$ cat src/rtl/counter_request_debouncer.sv
// counter_request_debouncer
// Front end for the up/down counter. Each raw push button is synchronized
// and debounced. A qualified press becomes one registered up/down request
// that is held until the counter acknowledges it. The block then waits for
// both buttons to be released, so every physical press gives exactly one
// count step.
//
// state           | meaning
// ----------------+------------------------------------------------------
// ST_IDLE         | no request outstanding, watching the debounced buttons
// ST_REQ_UP       | up held high, waiting for upAck (downAck ignored)
// ST_REQ_DOWN     | down held high, waiting for downAck (upAck ignored)
// ST_WAIT_RELEASE | request acknowledged, waiting for both buttons released
module counter_request_debouncer #(
    parameter int DEBOUNCE  = 16,
    parameter int CNT_WIDTH = 5
) (
    input  logic clock,
    input  logic reset,
    input  logic upButton,
    input  logic downButton,
    input  logic upAck,
    input  logic downAck,
    output logic up,
    output logic down,
    output logic busy
);

    localparam logic [1:0] ST_IDLE         = 2'd0;
    localparam logic [1:0] ST_REQ_UP       = 2'd1;
    localparam logic [1:0] ST_REQ_DOWN     = 2'd2;
    localparam logic [1:0] ST_WAIT_RELEASE = 2'd3;

    // Count value on which a disagreeing sample flips the debounced level.
    localparam logic [CNT_WIDTH-1:0] CNT_LAST = CNT_WIDTH'(DEBOUNCE - 1);

    // Bit 0 carries the up button, bit 1 the down button, throughout.
    logic [1:0]           raw_btn;
    logic [1:0]           sync1_q;
    logic [1:0]           sync2_q;
    logic [1:0]           stable_q;
    logic [1:0]           stable_d;
    logic [CNT_WIDTH-1:0] count_q [2];
    logic [CNT_WIDTH-1:0] count_d [2];

    logic [1:0]           state_q;
    logic [1:0]           state_d;
    logic                 up_q;
    logic                 up_d;
    logic                 down_q;
    logic                 down_d;

    logic                 up_stable;
    logic                 down_stable;

    assign raw_btn     = {downButton, upButton};
    assign up_stable   = stable_q[0];
    assign down_stable = stable_q[1];

    // Two-flop synchronizer per button; only sync2_q is used downstream.
    always_ff @(posedge clock or posedge reset) begin
        if (reset) begin
            sync1_q <= '0;
            sync2_q <= '0;
        end else begin
            sync1_q <= raw_btn;
            sync2_q <= sync1_q;
        end
    end

    // Debounce: the level must disagree with stable for DEBOUNCE consecutive
    // edges before it is accepted; any agreeing sample restarts the count.
    always_comb begin
        stable_d = stable_q;
        count_d  = '{default: '0};
        for (int i = 0; i < 2; i++) begin
            if (sync2_q[i] != stable_q[i]) begin
                if (count_q[i] >= CNT_LAST) begin
                    stable_d[i] = sync2_q[i];
                end else begin
                    count_d[i] = count_q[i] + 1'b1;
                end
            end
        end
    end

    // Debounce state registers.
    always_ff @(posedge clock or posedge reset) begin
        if (reset) begin
            stable_q <= '0;
            count_q  <= '{default: '0};
        end else begin
            stable_q <= stable_d;
            count_q  <= count_d;
        end
    end

    // Request FSM next state; up wins when both buttons qualify together.
    always_comb begin
        state_d = state_q;
        case (state_q)
            ST_IDLE: begin
                if (up_stable) begin
                    state_d = ST_REQ_UP;
                end else if (down_stable) begin
                    state_d = ST_REQ_DOWN;
                end
            end
            ST_REQ_UP: begin
                if (upAck) begin
                    state_d = ST_WAIT_RELEASE;
                end
            end
            ST_REQ_DOWN: begin
                if (downAck) begin
                    state_d = ST_WAIT_RELEASE;
                end
            end
            ST_WAIT_RELEASE: begin
                if (!up_stable && !down_stable) begin
                    state_d = ST_IDLE;
                end
            end
            default: begin
                state_d = ST_IDLE;
            end
        endcase
        // Requests are decoded from the next state so they are registered
        // alongside it and can never both be high.
        up_d   = (state_d == ST_REQ_UP);
        down_d = (state_d == ST_REQ_DOWN);
    end

    // FSM state and registered request outputs.
    always_ff @(posedge clock or posedge reset) begin
        if (reset) begin
            state_q <= ST_IDLE;
            up_q    <= 1'b0;
            down_q  <= 1'b0;
        end else begin
            state_q <= state_d;
            up_q    <= up_d;
            down_q  <= down_d;
        end
    end

    assign up   = up_q;
    assign down = down_q;
    assign busy = (state_q != ST_IDLE);

endmodule

$ cat config.mk
export PLATFORM = sky130hd
export DESIGN_NAME = counter_request_debouncer
export DESIGN_NICKNAME = d
export VERILOG_FILES = /design/src/rtl/counter_request_debouncer.sv
export SDC_FILE = /design/constraint.sdc
export NUM_CORES = 1
export LEC_CHECK = 0
export ABC_AREA = 1
export BUFFER_PORTS_ARGS = -buffer_cell sky130_fd_sc_hd__buf_2
export CAP_MARGIN = 0
export CORE_MARGIN = 2
export CORE_UTILIZATION = 50
export DETAILED_ROUTE_END_ITERATION = 7
export HOLD_SLACK_MARGIN = 0.02
export MAX_ROUTING_LAYER = met4
export PLACE_DENSITY = 0.74
export SLEW_MARGIN = 20
export SYNTH_ARGS = -nofsm -noshare
export SYNTH_HDL_FRONTEND = slang
export SYNTH_SLANG_ARGS = --single-unit
$ cat constraint.sdc
create_clock -name clock -period 1.3 [get_ports clock]
set_input_delay 0.065 -clock clock [delete_from_list [all_inputs] [get_ports clock]]
set_output_delay 0.065 -clock clock [all_outputs]
set_load 0.01 [all_outputs]
After elaboration in Yosys (flattened, before gate mapping)
Index checks and enable logic that the tools add are counted.

Output and inout bits: 3. Flip-flop bits (word level): 20. Input bits: 6.

Reduce and logical (&&, ||, !) cells: 7. Muxes and demuxes: 10. $add $sub $neg: 2. $lt $le $gt $ge: 2. Equality and inequality tests: 7.

Operators with widths (number): $mux W5 (4); $add A5 B1 Y5 const B (2); $ge A5 B4 Y1 const B (2); $mux W2 (5); $pmux W2 S4 (1); $eq A2 B2 Y1 const B (3); $eq A2 B1 Y1 const B (2); $reduce_and A2 Y1 (2); $logic_not A1 Y1 (2); $logic_not A2 Y1 (1); $ne A1 B1 Y1 (2); $reduce_bool A2 Y1 (1); $logic_and A1 B1 Y1 (1).

Longest topological paths before layout
Word-level depth: 5. Gate-level depth with buffers: 8. Mapped depth without buffers: 8.

Worst setup path before layout
No wires, ideal clock.

Path kind: register -> register. Start: reg count_q[5] (netlist name). End: reg stable_q[0]. Cell stages (with the launch flop): 9. Setup slack: -0.028 ns. Setup time: 0.117 ns. Arrival time: 1.212 ns. Clock period less this slack: 1.328 ns. Data required time: 1.183 ns. Cell sequence: dfrtp_1 -> ha_1 -> nand2_1 -> nor2_1 -> ha_1 -> nor2_1 -> nand2_1 -> nand2_1 -> nand2_1.

Longest elaborated chain between the ends: 2.

Ends and longest elaborated chain: start, declared (RTL line 43) `logic [CNT_WIDTH-1:0] count_q [2];`; start signal, assigned (RTL line 94) `count_q <= count_d;`; $ge A5 B4 Y1 (RTL line 78) `if (count_q[i] >= CNT_LAST) begin`; $reduce_and A2 Y1 (no source line); end signal, assigned (RTL line 93) `stable_q <= stable_d;`; end, declared (RTL line 41) `logic [1:0] stable_q;`.

Every way passes these cells. A chain may end at the register's enable or synchronous reset.

==> run metrics <==
WL/cell between 10 and 15 µm; failing checks negative setup slack; filler cell count 132; Worst-Skew Late Latency approximately 290 ps; die width approximately 46 µm; Ports 9; P_sw 0.000426 W; Sink Count 20; maximum vdd drop ~0.93 mV; Lkg Pwr about 0.6 nW; Compound-Gate Fraction of Synth Area under 10%; GR Overflow Total 0; DRT iter0 DRCs 3; pin count of the biggest net entering global routing 21; Die ar. around 2100 µm²; Mapped Cells 100; Synth area leaders dfrtp_1, nand2_1, nor2_1; critical path launch point type flip-flop; fin cells 139; Rel. slew slack 83.2%; initial antenna violation count 0; cell chain of the critical path ha_2 -> nand2_2 -> nor2_2 -> ha_4 -> nor2_4 -> buf_4 -> and3_4; Pint approximately 0.0010 W; vias in the first global route between 600 and 700; power share of the combinational group roughly a quarter; endpoints failing hold 0; clk slew on worst S/H paths approximately 110 ps; Total GRT Usage 17.2%; synthesized area per cell 8.86 µm²; Seq/Total Area, Yosys roughly 56%; WHS roughly 110 ps; post-synth cell types 11; Port Buffers 8; unrepaired setup endpoints after global routing yes; Req. time, crit path about 1500 ps; worst-case clock buffer depth 2; antenna cells 0; Sw Ratio 29.6%; vias per inst ~5.0; area grow syn2layout 30.8%; Final Skew 2.68 ps; Nets between 100 and 150; crit path capture type flip-flop; routability cong. between 0.7 and 0.8; layout cell share with drive strength beyond 1 36.1%; CORE AREA between 1500 and 2000 µm²; Final Critical Period ~1400 ps; Clock power frac about a quarter; critical path class reg2reg; status finished with violations; DPL Wire Length between 1 and 1.5 mm; cell area power density 1240 nW/µm²; DR pass1 iterations 4; Simple-Gate Fraction of Synth Area about a quarter; first-pass GRT wire length between 2 and 2.5 mm; Netlist Area Pre-Place about 900 µm²; slowest CP cell dfrtp_1; CTS tree yes; Setup WS post-layout -66.3 ps; Max stage delay on crit path ~380 ps; FMAX about 730 MHz; sequential share of power slightly above 50%; Post-Synthesis Net Count 110; Synth area leader dfrtp_1; Root Buffer clkbuf_4; Routed Antenna Nets 0; post-synthesis adder-cell area fraction between 5 and 6%; mux contribution to synthesized area 0%; worst slew pin tran between 200 and 300 ps; FP Rows 15; Critical Path Fanout Max 2; HP Class in2reg; Die Y 46.1 µm; depth of the CTS H-tree 1; CTS buffer count 3; DRC 0; initial core utilization a little over half; Placed Instances 130; MaxCap Viol Count 0; YS warnings 0; via count slightly below 700; Setup Viol. Count Final 2; Critical Path AT 1560 ps; share of the synthesized area in the top cell type 56.5%; largest family of logic cells by synthesized area simple AND/OR/NAND/NOR gates; period utilization 105%; DRT Wirelength between 1.5 and 2 mm; flops & latches, synth 20; Max Slew Vio Count 0; Synth Area in XOR/XNOR 3.67%
-- sequential cells by signal, indices dropped and copies added (netlist names) --
register	count
state_q	2
stable_q	2
up	1
count_q	10
sync1_q	2
down	1
sync2_q	2
-- routing by layer --
| layer | GRT usage [%] | vias up | share of wire [%] |
|---|---|---|---|
| li1 | - | 349 | - |
| met1 | 20.8 | 334 | 42 |
| met2 | 28.9 | 10 | 55 |
| met3 | 3.53 | 2 | 2.7 |
| met4 | 5.14 | 0 | 0.79 |
| met5 | - | - | 0 |
-- kinds of logic (layout without fill, tap and decap cells) --
logic type      after synthesis  in the layout
buf+inv                      15             37
compound gates                2              2
simple gates                 57             57
flops                        20             20
fa+ha+maj                     4              4
xor+xnor                      2              2
-- per-stage QoR --
stage	setup WS, ps	instance area [µm²]	total power (W)	setup TNS, ps	util (%)
after detailed placement	-80.5	1000	0.00108	-311	59.2
after floorplan	14.1	901	0.000974	0	-
after global routing	-148	1160	0.00154	-532	68.6
after global placement	-61.6	1000	0.00107	-97.5	59.2
after CTS	-40.1	1100	0.00145	-72.1	64.9
final	-66.3	1160	0.00144	-100	68.6
-- path summary, 6_finish.rpt --
kind	start	endpoint	slack, ps	cells past startpoint
setup / recovery	count_q[5]$_DFF_PP0_	count_q[5]$_DFF_PP0_	-70	7
hold / removal	downAck	state_q[0]$_DFF_PP0_	110	5
setup reg to reg	count_q[5]$_DFF_PP0_	count_q[5]$_DFF_PP0_	-70	7
hold reg to reg	sync1_q[0]$_DFF_PP0_	sync2_q[0]$_DFF_PP0_	360	0
max in group asynchronous	reset	count_q[4]$_DFF_PP0_	770	4
min in group asynchronous	reset	state_q[0]$_DFF_PP0_	330	4
-- repair_timing --
| action | 4_1_cts | 5_1_grt |
|---|---|---|
| setup buffers | 2 | 0 |
| hold buffers | 3 | 0 |
| setup endpoints to repair | 11 | 11 |
| pin swaps | 5 | 10 |
| hold endpoints to repair | 22 | 0 |
| resized for setup | 5 | 16 |
-- cells in the mapped netlist (all sizes together) --
master and n:
nor2 17, and3 2, ha 4, nand2 28, a21oi 2, nand3 6
dfrtp 20, xor2 2, inv 15, nand4 2, or2 2
-- power groups by stage --
stage          sequential (W)  clock (W)  combinational (W)
3_5_place_dp         0.000756          0           0.000326
2_1_floorplan        0.000765          0           0.000209
4_1_cts              0.000745   0.000362           0.000338
5_1_grt              0.000758   0.000384           0.000396
3_3_place_gp         0.000755          0           0.000315
6_report             0.000746   0.000348           0.000345
-- worst max-delay path, delay by kind of cell (launching register included) --
kind	cells	cell delay, ps
flops	1	380
fa+ha+maj	2	350
simple gates	4	410
buf+inv	1	130
-- cell type report --
cell class              count  area, µm²  area share (%)
well taps                  17       21.3            1.84
flip-flops and latches     20        500            43.2
repair buffers             18        123            10.6
multi-input cells          65        422            36.4
inverters                  15       56.3            4.86
clock buffers               4       36.3            3.13
-- placed cells by master (no fill, tap or decap), types with 2 or more instances in the layout --
cell	synthesis	layout
nand2_4	0	2
nor2_1	17	7
or2_2	2	2
buf_2	0	8
nand4_1	2	2
ha_2	0	2
dlygate4sd3_1	0	3
nor2_2	0	8
nand2_1	28	23
nor2_4	0	2
xor2_2	2	2
clkbuf_4	0	3
dfrtp_1	20	20
nand3_1	6	6
nand2_2	0	3
inv_1	15	14
ha_4	0	2
a21oi_1	2	2
buf_4	0	7
Power figures use the tool's default switching activity.
